<file path="src/rtl/pc_gen_if.sv">
// Fetch-side bundle for the program-counter unit: redirect requests,
// handshake/decode sideband from fetch, and the registered PC outputs.
interface pc_gen_if #(
  parameter int XLEN = 32,
  parameter int CW   = 3
);
  logic            trap;
  logic [XLEN-1:0] trap_addr;
  logic            jump;
  logic [XLEN-1:0] jump_addr;
  logic            pause;
  logic            fetch_ready;
  logic            inst_len2;
  logic            is_call;
  logic            is_ret;
  logic [XLEN-1:0] out;
  logic            out_valid;
  logic [CW-1:0]   ras_count;

  // Driver side: pipeline control and fetch path
  modport master (
    output trap, trap_addr, jump, jump_addr, pause, fetch_ready,
           inst_len2, is_call, is_ret,
    input  out, out_valid, ras_count
  );

  // PC generator side
  modport slave (
    input  trap, trap_addr, jump, jump_addr, pause, fetch_ready,
           inst_len2, is_call, is_ret,
    output out, out_valid, ras_count
  );
endinterface

</file>
<file path="src/rtl/pc_gen.sv">
// Program-counter generator for the fetch stage: sequential stepping by
// 2 or 4 bytes, trap/jump redirects, and return prediction through a
// circular return-address stack. All outputs come straight from flops.
module pc_gen #(
  parameter int              XLEN       = 32,
  parameter logic [XLEN-1:0] START_ADDR = '0,
  parameter int              RAS_DEPTH  = 4,
  parameter bit              C_EXT      = 1'b1
) (
  input logic   clk,
  input logic   rst,
  pc_gen_if.slave bus
);

  localparam int PW = $clog2(RAS_DEPTH);
  localparam int CW = PW + 1;

  // Redirect targets must be instruction aligned: halfword with the
  // compressed extension, word without it.
  localparam logic [XLEN-1:0] ALIGN_MASK = C_EXT ? {{(XLEN-1){1'b1}}, 1'b0}
                                                 : {{(XLEN-2){1'b1}}, 2'b00};

  typedef enum logic {
    ST_IDLE,
    ST_RUN
  } state_t;

  state_t          state_q, state_d;
  logic [XLEN-1:0] pc_q, pc_d;
  logic [PW-1:0]   ptr_q, ptr_d;
  logic [CW-1:0]   cnt_q, cnt_d;

  logic [XLEN-1:0] ras [RAS_DEPTH];
  logic            ras_we;
  logic [PW-1:0]   ras_widx;

  logic            fire;
  logic [XLEN-1:0] seq;
  logic [XLEN-1:0] top;
  logic [PW-1:0]   top_idx;
  logic            ras_full;
  logic            ras_empty;

  assign fire      = (state_q == ST_RUN) & bus.fetch_ready & ~bus.pause;
  assign seq       = pc_q + ((C_EXT && bus.inst_len2) ? XLEN'(2) : XLEN'(4));
  assign top_idx   = ptr_q - PW'(1);
  assign top       = ras[top_idx];
  assign ras_full  = (cnt_q == CW'(RAS_DEPTH));
  assign ras_empty = (cnt_q == '0);

  // Next-PC selection by priority, plus the RAS pointer/count bookkeeping.
  // ptr_q always points at the slot the next push writes, so the top of
  // stack sits one below it and a full stack simply overwrites the oldest.
  always_comb begin
    state_d  = ST_RUN;
    pc_d     = pc_q;
    ptr_d    = ptr_q;
    cnt_d    = cnt_q;
    ras_we   = 1'b0;
    ras_widx = ptr_q;
    if (state_q == ST_RUN) begin
      if (bus.trap) begin
        pc_d  = bus.trap_addr & ALIGN_MASK;
        ptr_d = '0;
        cnt_d = '0;
      end else if (bus.jump) begin
        pc_d = bus.jump_addr & ALIGN_MASK;
      end else if (fire) begin
        pc_d = seq;
        unique case ({bus.is_call, bus.is_ret})
          2'b10: begin
            ras_we = 1'b1;
            ptr_d  = ptr_q + PW'(1);
            if (!ras_full) cnt_d = cnt_q + CW'(1);
          end
          2'b01: begin
            if (!ras_empty) begin
              pc_d  = top;
              ptr_d = top_idx;
              cnt_d = cnt_q - CW'(1);
            end
          end
          2'b11: begin
            if (!ras_empty) begin
              pc_d     = top;
              ras_we   = 1'b1;
              ras_widx = top_idx;
            end else begin
              ras_we = 1'b1;
              ptr_d  = ptr_q + PW'(1);
              cnt_d  = cnt_q + CW'(1);
            end
          end
          default: ;
        endcase
      end
    end
  end

  // Control state, PC and RAS occupancy with asynchronous reset.
  always_ff @(posedge clk or posedge rst) begin
    if (rst) begin
      state_q <= ST_IDLE;
      pc_q    <= START_ADDR;
      ptr_q   <= '0;
      cnt_q   <= '0;
    end else begin
      state_q <= state_d;
      pc_q    <= pc_d;
      ptr_q   <= ptr_d;
      cnt_q   <= cnt_d;
    end
  end

  // RAS storage; contents are don't-care after reset so no reset here.
  always_ff @(posedge clk) begin
    if (ras_we) ras[ras_widx] <= seq;
  end

  assign bus.out       = pc_q;
  assign bus.out_valid = (state_q == ST_RUN);
  assign bus.ras_count = cnt_q;

endmodule

</file>
<file path="src/flat_wrapper.sv">
// flat-port wrapper written by rule: the top's interface ports become plain ports
module pc_gen_flat 
#(
  parameter int              XLEN       = 32,
  parameter logic [XLEN-1:0] START_ADDR = '0,
  parameter int              RAS_DEPTH  = 4,
  parameter bit              C_EXT      = 1'b1
)
  (clk, rst, bus_trap, bus_trap_addr, bus_jump, bus_jump_addr, bus_pause, bus_fetch_ready, bus_inst_len2, bus_is_call, bus_is_ret, bus_out, bus_out_valid, bus_ras_count);
  pc_gen_if #(.XLEN(XLEN), .CW(3)) bus_i ();
  input logic clk;
  input logic rst;
  input wire logic [$bits(bus_i.trap)-1:0] bus_trap;
  input wire logic [$bits(bus_i.trap_addr)-1:0] bus_trap_addr;
  input wire logic [$bits(bus_i.jump)-1:0] bus_jump;
  input wire logic [$bits(bus_i.jump_addr)-1:0] bus_jump_addr;
  input wire logic [$bits(bus_i.pause)-1:0] bus_pause;
  input wire logic [$bits(bus_i.fetch_ready)-1:0] bus_fetch_ready;
  input wire logic [$bits(bus_i.inst_len2)-1:0] bus_inst_len2;
  input wire logic [$bits(bus_i.is_call)-1:0] bus_is_call;
  input wire logic [$bits(bus_i.is_ret)-1:0] bus_is_ret;
  output wire logic [$bits(bus_i.out)-1:0] bus_out;
  output wire logic [$bits(bus_i.out_valid)-1:0] bus_out_valid;
  output wire logic [$bits(bus_i.ras_count)-1:0] bus_ras_count;
  assign bus_i.trap = bus_trap;
  assign bus_i.trap_addr = bus_trap_addr;
  assign bus_i.jump = bus_jump;
  assign bus_i.jump_addr = bus_jump_addr;
  assign bus_i.pause = bus_pause;
  assign bus_i.fetch_ready = bus_fetch_ready;
  assign bus_i.inst_len2 = bus_inst_len2;
  assign bus_i.is_call = bus_is_call;
  assign bus_i.is_ret = bus_is_ret;
  assign bus_out = bus_i.out;
  assign bus_out_valid = bus_i.out_valid;
  assign bus_ras_count = bus_i.ras_count;
  pc_gen #(.XLEN(XLEN), .START_ADDR(START_ADDR), .RAS_DEPTH(RAS_DEPTH), .C_EXT(C_EXT)) u_core (.clk(clk), .rst(rst), .bus(bus_i));
endmodule
</file>
<file path="config.mk">
export PLATFORM = sky130hd
export DESIGN_NAME = pc_gen_flat
export DESIGN_NICKNAME = d
export VERILOG_FILES = /design/src/rtl/pc_gen_if.sv /design/src/rtl/pc_gen.sv /design/src/flat_wrapper.sv
export SDC_FILE = /design/constraint.sdc
export NUM_CORES = 1
export LEC_CHECK = 0
export ABC_AREA = 1
export BUFFER_PORTS_ARGS = -buffer_cell sky130_fd_sc_hd__buf_2
export CORE_ASPECT_RATIO = 1.75
export CORE_MARGIN = 3
export CORE_UTILIZATION = 45
export CTS_CLUSTER_SIZE = 10
export DETAILED_ROUTE_END_ITERATION = 8
export PLACE_DENSITY = 0.67
export SYNTH_ARGS = -nofsm -noshare
export SYNTH_HDL_FRONTEND = slang
export SYNTH_SLANG_ARGS = --single-unit
</file>
<file path="constraint.sdc">
create_clock -name clk -period 3.3 [get_ports clk]
set_clock_uncertainty 0.2 [all_clocks]
set_input_delay 0.33 -clock clk [delete_from_list [all_inputs] [get_ports clk]]
set_output_delay 0.33 -clock clk [all_outputs]
set_load 0.005 [all_outputs]
</file>
==> results of run 1 <==
cells in the final DEF (no fill, tap or decap), types with 2 or more instances in the layout:
cell type   netlist  layout
inv_6             0       3
nand3_1          64      64
buf_2            25     106
fa_1              2       2
clkbuf_8          0       2
nand4_1           8       8
nor2_4            4       4
o21ai_1           8       8
nor2_1          114     108
o21ai_0          22      22
clkbuf_16         0      18
inv_1            51      50
nand2_1         275     275
ha_1              2       2
xor2_1            7       7
buf_12            0       3
edfxtp_1        128     128
inv_2             6       6
a22oi_1           4       4
nor2_2            1       7
a21oi_1          63      63
dfrtp_1          38      38
clkinvlp_4        0       5
nand3b_1          2       2
buf_4             1      14
a221oi_1         29      29
cells by family (layout without fill, tap and decap cells):
| family | Yosys count | in the layout | share of synthesized area (%) |
|---|---|---|---|
| AND/OR/NAND/NOR | 472 | 472 | 24.1 |
| buffers and inverters | 92 | 213 | 4.75 |
| AO/OA/AOI/OAI | 128 | 128 | 9.57 |
| other | 1 | 1 | 0.0468 |
| adder cells (fa/ha/maj) | 4 | 4 | 0.813 |
| XOR/XNOR | 8 | 8 | 0.875 |
| flip-flops | 166 | 166 | 59.9 |
final cells by class:
class,instances,area (um2)
clock buffers,21,482
clock inverters,11,88.8
fillers,1591,7760
inverters,57,214
multi-input cells,613,2850
flip-flops and latches,166,4790
well taps,227,284
repair buffers,124,706
flip-flops by register name, indices dropped and copies added (netlist names):
register,count
u_core.ptr_q,2
u_core.bus.out,32
u_core.bus.ras_count,3
u_core.ras,128
u_core.bus.out_valid,1
power by group through the flow:
stage / Clock (mW) / Combinational (mW) / Sequential (mW)
2_1_floorplan: 0 / 0.879 / 2.60
3_3_place_gp: 0 / 1.29 / 2.65
3_5_place_dp: 0 / 1.32 / 2.65
4_1_cts: 1.91 / 1.33 / 2.61
5_1_grt: 2.00 / 1.50 / 2.62
6_report: 1.90 / 1.32 / 2.61
how the worst max path moves through the flow:
stage | end | cells past startpoint
2_1_floorplan | u_core.ras[0][0]$_DFFE_PP_ | 8
3_3_place_gp | u_core.bus.out[13]$_DFFE_PP0P_ | 11
3_5_place_dp | u_core.bus.out[13]$_DFFE_PP0P_ | 11
4_1_cts | u_core.bus.out[13]$_DFFE_PP0P_ | 10
5_1_grt | u_core.bus.out[13]$_DFFE_PP0P_ | 10
6_report | u_core.bus.out[13]$_DFFE_PP0P_ | 10
tightest hold or removal path: cells and delay by family:
kind / cells / cell delay (ns)
AO/OA/AOI/OAI: 2 / 0.18
buffers and inverters: 1 / 0.07
per-layer routing:
| layer | track usage (%) | routed length [um] |
|---|---|---|
| met1 | 26.8 | 8050 |
| met2 | 41.3 | 11400 |
| met3 | 4.53 | 1560 |
| met4 | 7.83 | 447 |
| met5 | 0 | 0 |
metrics by stage:
stage               cell area (um2)  std cells  total power, mW
finish                         9420       1219             5.83
global route                   9420       1219             6.12
CTS                            9420       1219             5.85
detailed placement             8840       1186             3.97
global placement               8840       1186             3.94
floorplan                      8010        871             3.48
what timing repair did:
item | 4_1_cts | 5_1_grt
buffers inserted | 0 | 0
endpoints found under the hold margin | 23 | 0
hold buffers | 1 | 0
setup endpoints to repair | 0 | 0
==> results.tsv, run 1 <==
metric	value	unit
reg2reg_to	u_core.bus.out[13]$_DFFE_PP0P_	
cp.arrival	2.59	ns
p_leak	3.82	nW
timing_worst_setup_path_type	flip-flop to flip-flop	
drtPass1Iterations	5	
core_area	17200	um2
antenna_found_initial	0	
synth_area	8010	um2
wl	21500	um
ctsResizeCount	0	
failed_checks	negative hold slack	
critPathLaunchType	flip-flop	
startpoint	u_core.bus.out[1]$_DFFE_PP0P_	
worst_pin_slew	1.05	ns
synth.most_common_cell	nand2_1	
power_density	618	nW/um2
setup_slack	0.811	ns
status	finished with violations	
worstRegToRegCells	10	
ys_types	30	
ys_top_cells_by_area	edfxtp_1 (48%), nand2_1 (13%), dfrtp_1 (12%)	
dp_hpwl	14100	um
yosysTopAreaCell	edfxtp_1	
async_reset_ff_share	22.9	%
yosysWarnings	0	
ys_ff_latch	166	
power.internal	3.93	mW
grt_max_degree	50	
cp_top_family	simple AND/OR/NAND/NOR gates	
routedWlPerCell	17.6	um
synth.top_cell.area_share	48.0	%
grt_overflow	0	
grt_pass1_wl	33900	um
sequentialPowerShare	44.8	%
path_max_fanout	6	
nets	1056	
io_pins	109	
grt_pass1_vias	6476	
hold_start	bus_jump_addr[1]	
clkSinkCount	166	
drtIter0Drc	521	
syn_inst	871	
n_antenna_cell	0	
die_x	107	um
post-route-util	54.8	%
cts.path.max_buffers	2	
reg2reg_slack	0.81	ns
vias	6577	
rows	63	
ys_seq_area_share	59.9	%
routabilityCongestion	0.851	
dieArea	19500	um2
ys_top_cells_by_count	nand2_1 (275), edfxtp_1 (128), nor2_1 (114)	
r2r-start	u_core.bus.out[1]$_DFFE_PP0P_	
max_slew_margin	29.8	%
grt_use_total	22.8	%
fin_crit_sh	75.4	%
vias_per_cell	5.40	
portBuffers	106	
ant_nets	0	
max_stage_delay	0.42	ns
rsz0062_at_grt	no	
crit_required	3.40	ns
hold_class	input port to flip-flop	
avgSynthCellArea	9.19	um2
drc	0	
clock_latency	0.43	ns
die_h	182	um
comb_power_share	22.6	%
synthesis.nets	948	
drive_above_1_share	17.6	%
max_cap_viol_count	0	
start_util	46.6	%
htree_levels	4	
p_clk_share	32.6	%
cp_slowest_cell	fa_1	
irDropWorstVdd	337	uV
setup_viol	0	
cts_buffers	17	
cts_tree	done	
netSwitchingPower	1.90	mW
netSwitchingFraction	32.6	%
pre_cts_slack	0.781	ns
hold_viol	1	
cp_common_cell	nand2_1	
area_delta_synth_final	17.7	%
hold_depth	3	
synth_edf_count	128	
critPathBufInv	1	
whs	-0.00506	ns
crit_chain	ha_1 > fa_1 > nand3_1 > inv_1 > nand2_1 > nor2_1 > nand2_1 > nand2_1 > o21ai_1 > a21oi_1	
tns	0	ns
fmax	402	MHz
whs_endpoint	u_core.bus.out[1]$_DFFE_PP0P_	
root_buffer	clkbuf_16	
post-route-min-period	2.49	ns
slew_violations	0	
clk_pin_slew	0.07	ns
synth_ff_type	edfxtp_1	
setup.worst_path.end_class	flip-flop	
No activity file was read; power rests on OpenSTA's default activity.
==> run 2, diff against run 1 <==
clock period = 2.29 ns   (was 3.3 ns; I/O delays follow)
==> run 2 against run 1 <==
The run still ends with negative hold slack left. Clock-buffer cell count decreased by 3. Critical endpoint is now u_core.ras[2][18]$_DFFE_PP_. Combinational power increased by 69%. Flip-flop and latch count unchanged. Routed wire length increased by 12%. Critical path type unchanged. Worst hold slack improved by 0.0028 ns. Largest power group unchanged.
==> results.tsv, run 2 (synthesis results as in run 1) <==
metric	value	unit	change
setup_viol	0		unchanged
cts.path.max_buffers	2		unchanged
power_density	862	nW/um2	was 618 nW/um2
grt_use_total	25.0	%	was 22.8%
routabilityCongestion	0.897		was 0.851
final_cell_mix	nand2_1 (267), edfxtp_1 (128), nor2_1 (108)		was nand2_1 (275), edfxtp_1 (128), nor2_1 (108)
fmax	443	MHz	was 402 MHz
grt_max_degree	34		was 50
nets	1141		was 1,056
worst_pin_slew	0.727	ns	was 1.05 ns
setup.worst_path.end_class	flip-flop		unchanged
cts_buffers	17		unchanged
n_antenna_cell	0		unchanged
area_delta_synth_final	30.3	%	was 17.7%
cp.arrival	2.21	ns	was 2.59 ns
startpoint	u_core.bus.out[2]$_DFFE_PP0P_		was u_core.bus.out[1]$_DFFE_PP0P_
r2r-start	u_core.bus.out[2]$_DFFE_PP0P_		was u_core.bus.out[1]$_DFFE_PP0P_
crit_required	2.24	ns	was 3.40 ns
htree_levels	4		unchanged
hold_start	bus_trap_addr[21]		was bus_jump_addr[1]
whs_endpoint	u_core.bus.out[21]$_DFFE_PP0P_		was u_core.bus.out[1]$_DFFE_PP0P_
portBuffers	106		unchanged
wl	24100	um	was 21,500 um
whs	-0.00225	ns	was -0.00506 ns
grt_pass1_vias	6887		was 6,476
status	finished with violations		unchanged
vias_per_cell	5.39		was 5.40
p_leak	4.29	nW	was 3.82 nW
ant_nets	0		unchanged
dieArea	19500	um2	unchanged
drive_above_1_share	20.5	%	was 17.6%
max_cap_viol_count	0		unchanged
largest_register_ffs	128		unchanged
clkSinkCount	166		unchanged
clock_latency	0.42	ns	was 0.43 ns
rows	63		unchanged
reg2reg_slack	0.03	ns	was 0.81 ns
post-route-util	60.7	%	was 54.8%
irDropWorstVdd	515	uV	was 337 uV
post-route-min-period	2.26	ns	was 2.49 ns
cts_tree	done		unchanged
io_pins	109		unchanged
ff_latch_area	4790	um2	unchanged
fin_crit_sh	98.7	%	was 75.4%
root_buffer	clkbuf_16		unchanged
dp_hpwl	15600	um	was 14,100 um
largest-register	u_core.ras		unchanged
grt_overflow	0		unchanged
drtIter0Drc	505		was 521
max_slew_margin	51.4	%	was 29.8%
failed_checks	negative hold slack		unchanged
core_area	17200	um2	unchanged
setup_slack	0.0302	ns	was 0.811 ns
timing_worst_setup_path_type	flip-flop to flip-flop		unchanged
final_common_cell	nand2_1		unchanged
drc	0		unchanged
hold_class	input port to flip-flop		unchanged
path_max_fanout	4		was 6
slew_violations	0		unchanged
antenna_found_initial	0		unchanged
pre_cts_slack	-0.197	ns	was 0.781 ns
fillers	1473		was 1,591
die_x	107	um	unchanged
hold_depth	3		unchanged
fin_total_pwr	8.98	mW	was 5.83 mW
drtPass1Iterations	8		was 5
reg2reg_to	u_core.ras[2][18]$_DFFE_PP_		was u_core.bus.out[13]$_DFFE_PP0P_
critPathLaunchType	flip-flop		unchanged
die_h	182	um	unchanged
start_util	46.6	%	unchanged
worstRegToRegCells	7		was 10
grt_pass1_wl	36800	um	was 33,900 um
multi_input_area	2950	um2	was 2850 um2
hold_viol	1		unchanged
routedWlPerCell	18.5	um	was 17.6 um
vias	7029		was 6,577
clk_pin_slew	0.07	ns	about the same
-- run 2: per-layer routing --
metal,share of wire (%),up-vias,GRT usage [%]
li1,-,3347,-
met1,38,3339,29.8
met2,54,296,45.4
met3,6.2,47,3.36
met4,2.6,0,9.68
met5,0,-,0
-- run 2: power breakdown --
group	switching (mW)	internal, mW
clock	1.24	1.78
combinational	1.40	0.825
sequential	0.230	3.51
total	2.87	6.11
-- run 2: area by class of cell --
class | count | share of cell area (%)
Tap cell | 227 | 2.72
Timing Repair Buffer | 208 | 14.9
Sequential cell | 166 | 46.0
Clock inverter | 14 | 1.80
Clock buffer | 18 | 4.21
Inverter | 57 | 2.05
Multi-Input combinational cell | 614 | 28.3
-- run 2: stage by stage --
stage | hold slack (ns) | TNS (ns) | std cells | area [um2]
2_1_floorplan | 0.207 | 0 | 871 | 8060
3_3_place_gp | 0.0599 | -2.52 | 1213 | 9170
3_5_place_dp | 0.0600 | -4.29 | 1213 | 9170
4_1_cts | 0.00918 | 0 | 1301 | 10400
5_1_grt | 0.00629 | -0.452 | 1304 | 10400
6_report | -0.00225 | 0 | 1304 | 10400
-- run 2: worst max path at each step --
stage | to
after global routing | u_core.bus.out[14]$_DFFE_PP0P_
after CTS | u_core.bus.out[11]$_DFFE_PP0P_
after detailed placement | u_core.bus.out[12]$_DFFE_PP0P_
after global placement | u_core.bus.out[23]$_DFFE_PP0P_
after floorplan | u_core.ras[1][0]$_DFFE_PP_
final | u_core.ras[2][18]$_DFFE_PP_
-- run 2: repair_timing --
| action | in CTS | in global routing |
|---|---|---|
| cloned | 1 | 0 |
| hold buffers | 55 | 0 |
| resized for setup | 1 | 13 |
| setup buffers | 0 | 3 |
| hold endpoints to repair | 41 | 0 |
| endpoints found under the setup margin | 35 | 159 |
| pin swaps | 0 | 2 |
-- run 2: worst max-delay path: stages (launching register included) --
cell,delay (ns)
dfrtp_1,0.46
ha_1,0.32
nand3_1,0.11
nand2_2,0.18
nand3_1,0.10
buf_4,0.19
o21ai_0,0.26
nand2_1,0.16
